File: src/rtl/pipeline_run_ctrl_if.sv
`default_nettype none
// ============================================================================
//  Module   : pipeline_run_ctrl_if
//  Brief    : Run-control bundle between the bench/SoC top and the run
//             controller: start request, writeback retire stream, and the
//             controller's core reset, run status, halt flags and counters.
//  Revision : 1.0 - initial release
// ============================================================================
interface pipeline_run_ctrl_if #(
  parameter int CNT_W = 16,
  parameter int PC_W  = 32
);
  logic             start;
  logic             retire_valid;
  logic [PC_W-1:0]  retire_pc;
  logic [31:0]      retire_insn;
  logic             core_rst;
  logic             busy;
  logic             done;
  logic             halt_ecall;
  logic             halt_loop;
  logic             timeout;
  logic [CNT_W-1:0] cycle_count;
  logic [CNT_W-1:0] retire_count;

  // Requester side: issues start and presents the retire stream
  modport master (
    output start, retire_valid, retire_pc, retire_insn,
    input  core_rst, busy, done, halt_ecall, halt_loop, timeout,
           cycle_count, retire_count
  );

  // Controller side
  modport slave (
    input  start, retire_valid, retire_pc, retire_insn,
    output core_rst, busy, done, halt_ecall, halt_loop, timeout,
           cycle_count, retire_count
  );
endinterface
`default_nettype wire

File: src/rtl/pipeline_run_ctrl.sv
`default_nettype none
// ============================================================================
//  Module   : pipeline_run_ctrl
//  Brief    : Sequences core reset and run of the five-stage pipeline and
//             ends the run on ecall retire, a single-PC self-loop, or an
//             exhausted RUN-cycle budget. All outputs are registered.
//  Revision : 1.0 - initial release
// ============================================================================
module pipeline_run_ctrl #(
  parameter int          RST_CYCLES = 2,
  parameter int          MAX_CYCLES = 75,
  parameter int          LOOP_LIMIT = 4,
  parameter logic [31:0] HALT_INSN  = 32'h0000_0073,
  parameter int          CNT_W      = 16,
  parameter int          PC_W       = 32
) (
  input  logic               clk,
  input  logic               rst,
  pipeline_run_ctrl_if.slave bus
);

  // Terminal values compared against the running counters
  localparam logic [CNT_W-1:0] RST_LAST  = CNT_W'(RST_CYCLES - 1);
  localparam logic [CNT_W-1:0] MAX_LAST  = CNT_W'(MAX_CYCLES - 1);
  localparam logic [CNT_W-1:0] LOOP_LAST = CNT_W'(LOOP_LIMIT - 1);

  typedef enum logic [1:0] {
    S_IDLE  = 2'd0,
    S_RESET = 2'd1,
    S_RUN   = 2'd2,
    S_DONE  = 2'd3
  } state_t;

  state_t           state_q, state_d;
  logic [CNT_W-1:0] rst_cnt_q, rst_cnt_d;
  logic [CNT_W-1:0] cycle_count_q, cycle_count_d;
  logic [CNT_W-1:0] retire_count_q, retire_count_d;
  logic [CNT_W-1:0] loop_run_q, loop_run_d;
  logic [PC_W-1:0]  last_pc_q, last_pc_d;
  logic             halt_ecall_q, halt_ecall_d;
  logic             halt_loop_q, halt_loop_d;
  logic             timeout_q, timeout_d;
  logic             core_rst_q, core_rst_d;
  logic             busy_q, busy_d;
  logic             done_q, done_d;
  logic             clear_run;
  logic             hit_e, hit_l, hit_t;

  // Counters stick at all-ones instead of wrapping
  function automatic logic [CNT_W-1:0] sat_inc(input logic [CNT_W-1:0] v);
    return (v == {CNT_W{1'b1}}) ? v : v + CNT_W'(1);
  endfunction

  // Next-state, run bookkeeping and halt detection
  always_comb begin
    state_d        = state_q;
    rst_cnt_d      = rst_cnt_q;
    cycle_count_d  = cycle_count_q;
    retire_count_d = retire_count_q;
    loop_run_d     = loop_run_q;
    last_pc_d      = last_pc_q;
    halt_ecall_d   = halt_ecall_q;
    halt_loop_d    = halt_loop_q;
    timeout_d      = timeout_q;
    clear_run      = 1'b0;
    hit_e          = 1'b0;
    hit_l          = 1'b0;
    hit_t          = 1'b0;

    case (state_q)
      S_IDLE, S_DONE: begin
        if (bus.start) begin
          state_d   = S_RESET;
          clear_run = 1'b1;
        end
      end
      S_RESET: begin
        rst_cnt_d = sat_inc(rst_cnt_q);
        if (rst_cnt_q == RST_LAST) state_d = S_RUN;
      end
      S_RUN: begin
        cycle_count_d = sat_inc(cycle_count_q);
        if (bus.retire_valid) begin
          retire_count_d = sat_inc(retire_count_q);
          last_pc_d      = bus.retire_pc;
          loop_run_d     = (loop_run_q != '0 && bus.retire_pc == last_pc_q)
                           ? sat_inc(loop_run_q) : CNT_W'(1);
        end
        hit_e = bus.retire_valid && (bus.retire_insn == HALT_INSN);
        hit_l = bus.retire_valid && (bus.retire_pc == last_pc_q) &&
                (loop_run_q == LOOP_LAST);
        // Equivalent to cycle_count+1 == MAX_CYCLES without the overflow
        hit_t = (cycle_count_q == MAX_LAST);
        // Priority ecall > loop > timeout; only one flag is ever raised
        if (hit_e)      halt_ecall_d = 1'b1;
        else if (hit_l) halt_loop_d  = 1'b1;
        else if (hit_t) timeout_d    = 1'b1;
        if (hit_e || hit_l || hit_t) state_d = S_DONE;
      end
      default: state_d = S_IDLE;
    endcase

    if (clear_run) begin
      rst_cnt_d      = '0;
      cycle_count_d  = '0;
      retire_count_d = '0;
      loop_run_d     = '0;
      halt_ecall_d   = 1'b0;
      halt_loop_d    = 1'b0;
      timeout_d      = 1'b0;
    end

    // Status outputs are decoded from the next state so they align with it
    core_rst_d = (state_d != S_RUN);
    busy_d     = (state_d == S_RESET) || (state_d == S_RUN);
    done_d     = (state_d == S_DONE);
  end

  // State and output registers
  always_ff @(posedge clk or posedge rst) begin
    if (rst) begin
      state_q        <= S_IDLE;
      rst_cnt_q      <= '0;
      cycle_count_q  <= '0;
      retire_count_q <= '0;
      loop_run_q     <= '0;
      last_pc_q      <= '0;
      halt_ecall_q   <= 1'b0;
      halt_loop_q    <= 1'b0;
      timeout_q      <= 1'b0;
      core_rst_q     <= 1'b1;
      busy_q         <= 1'b0;
      done_q         <= 1'b0;
    end else begin
      state_q        <= state_d;
      rst_cnt_q      <= rst_cnt_d;
      cycle_count_q  <= cycle_count_d;
      retire_count_q <= retire_count_d;
      loop_run_q     <= loop_run_d;
      last_pc_q      <= last_pc_d;
      halt_ecall_q   <= halt_ecall_d;
      halt_loop_q    <= halt_loop_d;
      timeout_q      <= timeout_d;
      core_rst_q     <= core_rst_d;
      busy_q         <= busy_d;
      done_q         <= done_d;
    end
  end

  assign bus.core_rst     = core_rst_q;
  assign bus.busy         = busy_q;
  assign bus.done         = done_q;
  assign bus.halt_ecall   = halt_ecall_q;
  assign bus.halt_loop    = halt_loop_q;
  assign bus.timeout      = timeout_q;
  assign bus.cycle_count  = cycle_count_q;
  assign bus.retire_count = retire_count_q;

endmodule
`default_nettype wire

File: src/flat_wrapper.sv
// flat-port wrapper written by rule: the top's interface ports become plain ports
module pipeline_run_ctrl_flat 
#(
  parameter int          RST_CYCLES = 2,
  parameter int          MAX_CYCLES = 75,
  parameter int          LOOP_LIMIT = 4,
  parameter logic [31:0] HALT_INSN  = 32'h0000_0073,
  parameter int          CNT_W      = 16,
  parameter int          PC_W       = 32
)
  (clk, rst, bus_start, bus_retire_valid, bus_retire_pc, bus_retire_insn, bus_core_rst, bus_busy, bus_done, bus_halt_ecall, bus_halt_loop, bus_timeout, bus_cycle_count, bus_retire_count);
  pipeline_run_ctrl_if #(.CNT_W(CNT_W), .PC_W(PC_W)) bus_i ();
  input  logic clk;
  input  logic rst;
  input wire logic [$bits(bus_i.start)-1:0] bus_start;
  input wire logic [$bits(bus_i.retire_valid)-1:0] bus_retire_valid;
  input wire logic [$bits(bus_i.retire_pc)-1:0] bus_retire_pc;
  input wire logic [$bits(bus_i.retire_insn)-1:0] bus_retire_insn;
  output wire logic [$bits(bus_i.core_rst)-1:0] bus_core_rst;
  output wire logic [$bits(bus_i.busy)-1:0] bus_busy;
  output wire logic [$bits(bus_i.done)-1:0] bus_done;
  output wire logic [$bits(bus_i.halt_ecall)-1:0] bus_halt_ecall;
  output wire logic [$bits(bus_i.halt_loop)-1:0] bus_halt_loop;
  output wire logic [$bits(bus_i.timeout)-1:0] bus_timeout;
  output wire logic [$bits(bus_i.cycle_count)-1:0] bus_cycle_count;
  output wire logic [$bits(bus_i.retire_count)-1:0] bus_retire_count;
  assign bus_i.start = bus_start;
  assign bus_i.retire_valid = bus_retire_valid;
  assign bus_i.retire_pc = bus_retire_pc;
  assign bus_i.retire_insn = bus_retire_insn;
  assign bus_core_rst = bus_i.core_rst;
  assign bus_busy = bus_i.busy;
  assign bus_done = bus_i.done;
  assign bus_halt_ecall = bus_i.halt_ecall;
  assign bus_halt_loop = bus_i.halt_loop;
  assign bus_timeout = bus_i.timeout;
  assign bus_cycle_count = bus_i.cycle_count;
  assign bus_retire_count = bus_i.retire_count;
  pipeline_run_ctrl #(.RST_CYCLES(RST_CYCLES), .MAX_CYCLES(MAX_CYCLES), .LOOP_LIMIT(LOOP_LIMIT), .HALT_INSN(HALT_INSN), .CNT_W(CNT_W), .PC_W(PC_W)) u_core (.clk(clk), .rst(rst), .bus(bus_i));
endmodule
File: config.mk
export PLATFORM = sky130hd
export DESIGN_NAME = pipeline_run_ctrl_flat
export DESIGN_NICKNAME = d
export VERILOG_FILES = /design/src/rtl/pipeline_run_ctrl_if.sv /design/src/rtl/pipeline_run_ctrl.sv /design/src/flat_wrapper.sv
export SDC_FILE = /design/constraint.sdc
export NUM_CORES = 1
export LEC_CHECK = 0
export CORE_MARGIN = 5
export CORE_UTILIZATION = 55
export DETAILED_ROUTE_END_ITERATION = 8
export GPL_ROUTABILITY_DRIVEN = 1
export PLACE_DENSITY = 0.91
export RECOVER_POWER = 50
export SETUP_SLACK_MARGIN = 0.05
export SKIP_LAST_GASP = 1
export SYNTH_ARGS = -nofsm -noshare
export SYNTH_HDL_FRONTEND = slang
export SYNTH_SLANG_ARGS = --single-unit
File: constraint.sdc
create_clock -name clk -period 8.9 [get_ports clk]
set_clock_uncertainty 0.05 [all_clocks]
set_input_delay 0.89 -clock clk [delete_from_list [all_inputs] [get_ports clk]]
set_output_delay 0.89 -clock clk [all_outputs]
set_load 0.05 [all_outputs]
Word-level counts from Yosys, hierarchy flattened:

Index checks and enable logic that the tools add are counted.

* word-level logic and storage cells: 95
* bits in registers: 104
* input port bits: 68
* output and inout port bits: 38

* eq/ne operators: 22
* reductions and logical operators: 24
* $add $sub $neg: 4
* mux-type cells: 33

Operators with widths (number)
* 16-bit two-way mux: 15
* 16-bit by 1-bit adder with 16-bit output (second input constant): 4
* 16-bit equality test (second input constant): 4
* 32-bit equality test: 1
* 32-bit by 7-bit equality test with 1-bit output (second input constant): 1
* 16-bit by 1-bit equality test with 1-bit output (second input constant): 1
* 16-bit by 2-bit equality test with 1-bit output (second input constant): 1
* 16-bit by 7-bit equality test with 1-bit output (second input constant): 1
* 16-bit nonzero test: 1
* 1-bit two-way mux: 14
* 2-bit nonzero test: 6
* 2-bit by 1-bit != test with 1-bit output (second input constant): 5
* 3-bit AND reduction: 3
* 2-bit equality test (second input constant): 4
* 2-bit AND reduction: 4
* 2-bit two-way mux: 3
* 2-bit case mux with 3 select lines: 1
* 2-bit by 1-bit equality test with 1-bit output (second input constant): 2
* 1-bit logical AND: 4
* 4-bit AND reduction: 1
* 1-bit logical OR: 3
* 3-bit by 2-bit != test with 1-bit output (second input constant): 1
* 2-bit logical NOT: 1
* 2-bit != test (second input constant): 1
* 2-bit OR reduction: 1

Depth between registers and ports, before layout:

* depth after elaboration: 9
* mapped depth: 9
* mapped depth without buffers: 9

Worst setup path after synthesis:

Ideal clock, no wire load.

* path kind: input to register
* start point: in bus_retire_pc[9]
* end point: reg u_core.busy_q (netlist: u_core.bus.busy)
* path buffers: 0
* cell stages on the path: 9
* data arrival time: 2502 ps
* setup slack: 6235 ps
* library setup time: 113 ps
* required time: 8737 ps
* cell sequence: xnor2_1 nand4_1 nor4_4 nand2_4 nor3_2 o41ai_1 a22o_1 ha_1 inv_1

* cells in the longest elaborated chain, start to end: 9
* elaborated cells on any way between the ends: 10
* classes of those cells: eq/ne (3); mux (2); reduce/logical (5)

Ends and longest elaborated chain
* from (decl): RTL line flat_wrapper.sv:17 `input wire logic [$bits(bus_i.retire_pc)-1:0] bus_retire_pc;`
* 32-bit equality test (*): RTL line pipeline_run_ctrl.sv:90 `hit_l = bus.retire_valid && (bus.retire_pc == last_pc_q) &&`
* 1-bit logical AND (*) (2 in a row): RTL line pipeline_run_ctrl.sv:90
* 1-bit logical OR (*) (2 in a row): RTL line pipeline_run_ctrl.sv:98 `if (hit_e || hit_l || hit_t) state_d = S_DONE;`
* 2-bit two-way mux (*): RTL line pipeline_run_ctrl.sv:98
* 2-bit case mux with 3 select lines (*): RTL line pipeline_run_ctrl.sv:70 `case (state_q)`
* 2-bit by 1-bit equality test with 1-bit output / 2-bit equality test (equally long branches): RTL line pipeline_run_ctrl.sv:115 `busy_d = (state_d == S_RESET) || (state_d == S_RUN);`
* 1-bit logical OR (*): RTL line pipeline_run_ctrl.sv:115
* net u_core.busy_d: RTL line pipeline_run_ctrl.sv:44 `logic busy_q, busy_d;`
* to (signal assigned): RTL line pipeline_run_ctrl.sv:145 `busy_q <= busy_d;`
* to (decl): RTL line pipeline_run_ctrl.sv:44

The timed path passes the listed nets; every way through them passes the cells marked *.
A chain may end at the register's enable or synchronous reset.

==> summary.md <==
| Metric | Value |
|---|---|
| Synth Cell Area | 5540 µm² |
| Critical path's top delay family | buffers and inverters |
| Slew headroom | -0.8751 |
| Final period util | 0.5605 |
| Sw frac | 0.3553 |
| Sequential area share after synthesis | 0.4700 |
| Post-Route Utilization | 0.7022 |
| Pre-CTS WS | 5.320 ns |
| Area of the multi-input gates | 2799 µm² |
| Main synth FF type | dfrtp_1 |
| Distinct cells, synth | 50 |
| Tightest Pin Transition | 2.813 ns |
| Xor and xnor area share after synthesis | 0.1075 |
| Vias in the first global route | 4801 |
| Sink Count | 104 |
| Initial DRC Count | 333 |
| Global-route wire length before repair | 21.94 mm |
| Synth Area in Simple Gates | 0.2331 |
| GP Congestion | 0.8917 |
| Number of max-cap violations | 4 |
| Hold Crit Class | reg -> reg |
| Post-synth top cells | dfrtp_1, nor2_1, xnor2_1, nand2_1, mux2_2 |
| Mux share of post-synthesis cell area | 0.07069 |
| Adder-Cell Fraction of Synth Area | 0.02484 |
| Crit path cell chain | dlygate4sd3_1 -> clkinvlp_2 -> clkbuf_1 |
| H-tree depth | 3 |
| Critical Path RT | 8.72 ns |
| Via-per-instance ratio | 5.795 |
| Site Rows | 36 |
| Total net switching power | 488.8 µW |
| Clock slew at reported path FFs | 0.10 ns |
| Resize count post-CTS | 0 |
| Main area contributors after synthesis | dfrtp_1, xnor2_1, mux2_2 |
| Crit path DAT | 4.81 ns |
| Outcome | complete, but fails checks |
| Fill count | 719 |
| Initial antenna violation count | 0 |
| WL final | 13.11 mm |
| GRT overflow | 0 |
| Post-route ant nets | 0 |
| Max Fanout on Critical Path | 55 |
| Later-pin clock latency in the skew report | 0.38 ns |
| Layout Area Growth over Synthesis | 24.46% |
| Final setup viols | 0 |
| IO Port Bufs | 105 |
| Syn Nets | 624 |
| Core Area | 9819 µm² |
| Largest net degree at the start of global routing | 57 |
| Reg2Reg Setup Slack | 4.79 ns |
| CP max stage cell | clkbuf_1 |
| Synth Area in Compound Gates | 0.06888 |
| Final hold slack | 0.4514 ns |
| Total CTS buffers | 9 |
| EDFF count, synth | 0 |
| DIE AREA | 12180 µm² |
| Top-count cell post-synth | dfrtp_1 |
| FMAX | 0.2005 GHz |
| Post-Layout Cell Count | 790 |
| Post-CTS Hold Fix Bufs | 0 |
| Yosys warns | 0 |
| Max Transition Viols Final | 200 |
| Final instance area | 6895 µm² |
| Seq. cell area | 2604 µm² |
| Remaining DRCs | 0 |
| Final worst setup slack | 3.911 ns |
| Die Ht | 110.4 µm |
| Comb power frac | 0.330 |
| Synth top area share | 0.4652 |
| Worst Setup Path Type | in -> async |
| Tot Pwr | 1.376 mW |
| Unrepaired setup endpoints after global routing | no |
| CTS tree | built |
| Final Hold Violating Endpoints | 0 |
| Routed WL per cell | 16.59 µm |
| Maximum vdd drop | 0.0001314 V |
| Router iterations before antenna repair | 5 |
| Via Count | 4578 |
| Final Critical Period | 4.989 ns |
| Io pins | 106 |
| Post-CTS setup buffers | 0 |
| Placed Cells | 774 |
| PwrDens | 199.5 nW/µm² |
| Total negative slack | 0 ns |
| Register share of total power | 0.470 |
| Placed cell areas | 6728 µm² |
| Gate count of the mapped netlist | 545 |
| Largest family of logic cells by synthesized area | simple AND/OR/NAND/NOR gates |
| Pleak | 2.824 nW |
| Die X | 110.4 µm |
| Ys async rst share | 1.000 |
| Layout cells sized above 1 | 0.09893 |
| Post-detail-place hpwl | 9.782 mm |
| Clk pwr share | 0.200 |
| Element type at the critical path end | async pin |
| Buf+Inv Stages, Crit Path | 3 |
| Final net count | 731 |
| Internal Power | 887.1 µW |
| # diodes | 0 |
| Area leader, netlist | dfrtp_1 |
| Root Buffer | clkbuf_8 |
| Initial Utilization | 0.5642 |
| Max Buffers Root-to-Sink | 2 |
| Worst stage delay on the critical path | 2.08 ns |
| GRT Total Usage | 0.2253 |
| Startpoint types | primary input |
| Avg Inst Size Synth | 10.17 µm² |
| Synth Register Bits | 104 |
| Violated checks | max-capacitance violations, max-slew violations |
[flip-flops by register name (all words and copies together), names as in the netlist]
register and flops:
u_core.bus.busy 1, u_core.bus.core_rst 1, u_core.bus.cycle_count 16, u_core.bus.done 1, u_core.bus.halt_ecall 1, u_core.bus.halt_loop 1, u_core.bus.retire_count 16, u_core.bus.timeout 1
u_core.last_pc_q 32, u_core.loop_run_q 16, u_core.rst_cnt_q 16, u_core.state_q 2
[metal layers]
layer,vias to the layer above,track usage,wire (µm)
met5,-,0,0
met4,0,0.08795,265
met3,32,0.04310,962
met2,188,0.4090,6902
met1,2214,0.2616,4975
li1,2144,-,-
[cells by family (layout without fill, tap and decap cells)]
kind of cell    Yosys count  in the layout
simple gates            229            229
flops                   104            104
xor+xnor                 68             68
compound gates           64             64
mux                      35             35
buf+inv                  34            146
fa+ha+maj                11             11
[worst reg2reg max path, delay by kind of cell, from the launching register on]
kind / cells / cell delay [ns]
buffers and inverters: 2 / 1.89
DFF: 1 / 0.45
and+or+nand+nor: 4 / 1.20
adders and majority gates: 1 / 0.39
[cell type report]
type	instances	area share
Timing Repair Buffer	108	0.1541
Clock buffer	10	0.01851
Inverter	22	0.01216
Sequential cell	104	0.3776
Tap cell	133	0.02413
Clock inverter	6	0.007621
Multi-Input combinational cell	407	0.4059
[final timing paths]
check / depth (start not counted) / from / to
max: 3 / rst / u_core.loop_run_q[12]$_DFFE_PP0P_
min: 2 / u_core.bus.halt_ecall$_DFFE_PP0P_ / u_core.bus.halt_ecall$_DFFE_PP0P_
max reg2reg: 7 / u_core.state_q[0]$_DFF_PP0_ / u_core.loop_run_q[6]$_DFFE_PP0P_
min reg2reg: 2 / u_core.bus.halt_ecall$_DFFE_PP0P_ / u_core.bus.halt_ecall$_DFFE_PP0P_
max in group clk: 6 / bus_start / u_core.loop_run_q[6]$_DFFE_PP0P_
min in group asynchronous: 2 / rst / u_core.last_pc_q[28]$_DFFE_PP0P_
[cells in the final DEF (no fill, tap or decap), types with 2 or more instances in the layout]
cell / netlist / routed
clkinv_4: 0 / 2
o21a_1: 2 / 2
nor3_1: 17 / 17
clkbuf_1: 7 / 4
dfrtp_1: 103 / 103
and4_1: 5 / 5
nand3_1: 19 / 19
a211oi_1: 4 / 4
inv_1: 22 / 21
nor4_1: 14 / 14
nand4_1: 27 / 27
nor4_4: 4 / 4
and3_4: 2 / 2
a21o_1: 2 / 2
and3_1: 8 / 8
inv_8: 0 / 2
o21ai_0: 13 / 13
a22o_1: 2 / 2
dlygate4sd3_1: 0 / 3
nor2_1: 58 / 58
nor4b_1: 4 / 4
o41ai_1: 2 / 2
nand3b_1: 2 / 2
mux2_2: 33 / 33
clkbuf_8: 0 / 9
xnor2_1: 43 / 43
a21oi_1: 27 / 27
mux2i_1: 2 / 2
or3_1: 13 / 13
ha_1: 11 / 11
nand2_1: 38 / 38
and2_1: 7 / 5
xor2_1: 25 / 25
clkdlybuf4s50_1: 0 / 102
a31oi_1: 7 / 7
[power by group through the flow]
stage	Clock, mW	Combinational, mW	Sequential, mW
after floorplan	0	0.292	0.674
after global placement	0	0.430	0.644
after detailed placement	0	0.454	0.655
after CTS	0.283	0.458	0.646
after global routing	0.299	0.499	0.658
final	0.275	0.454	0.647
(Power assumes the default switching activity.)
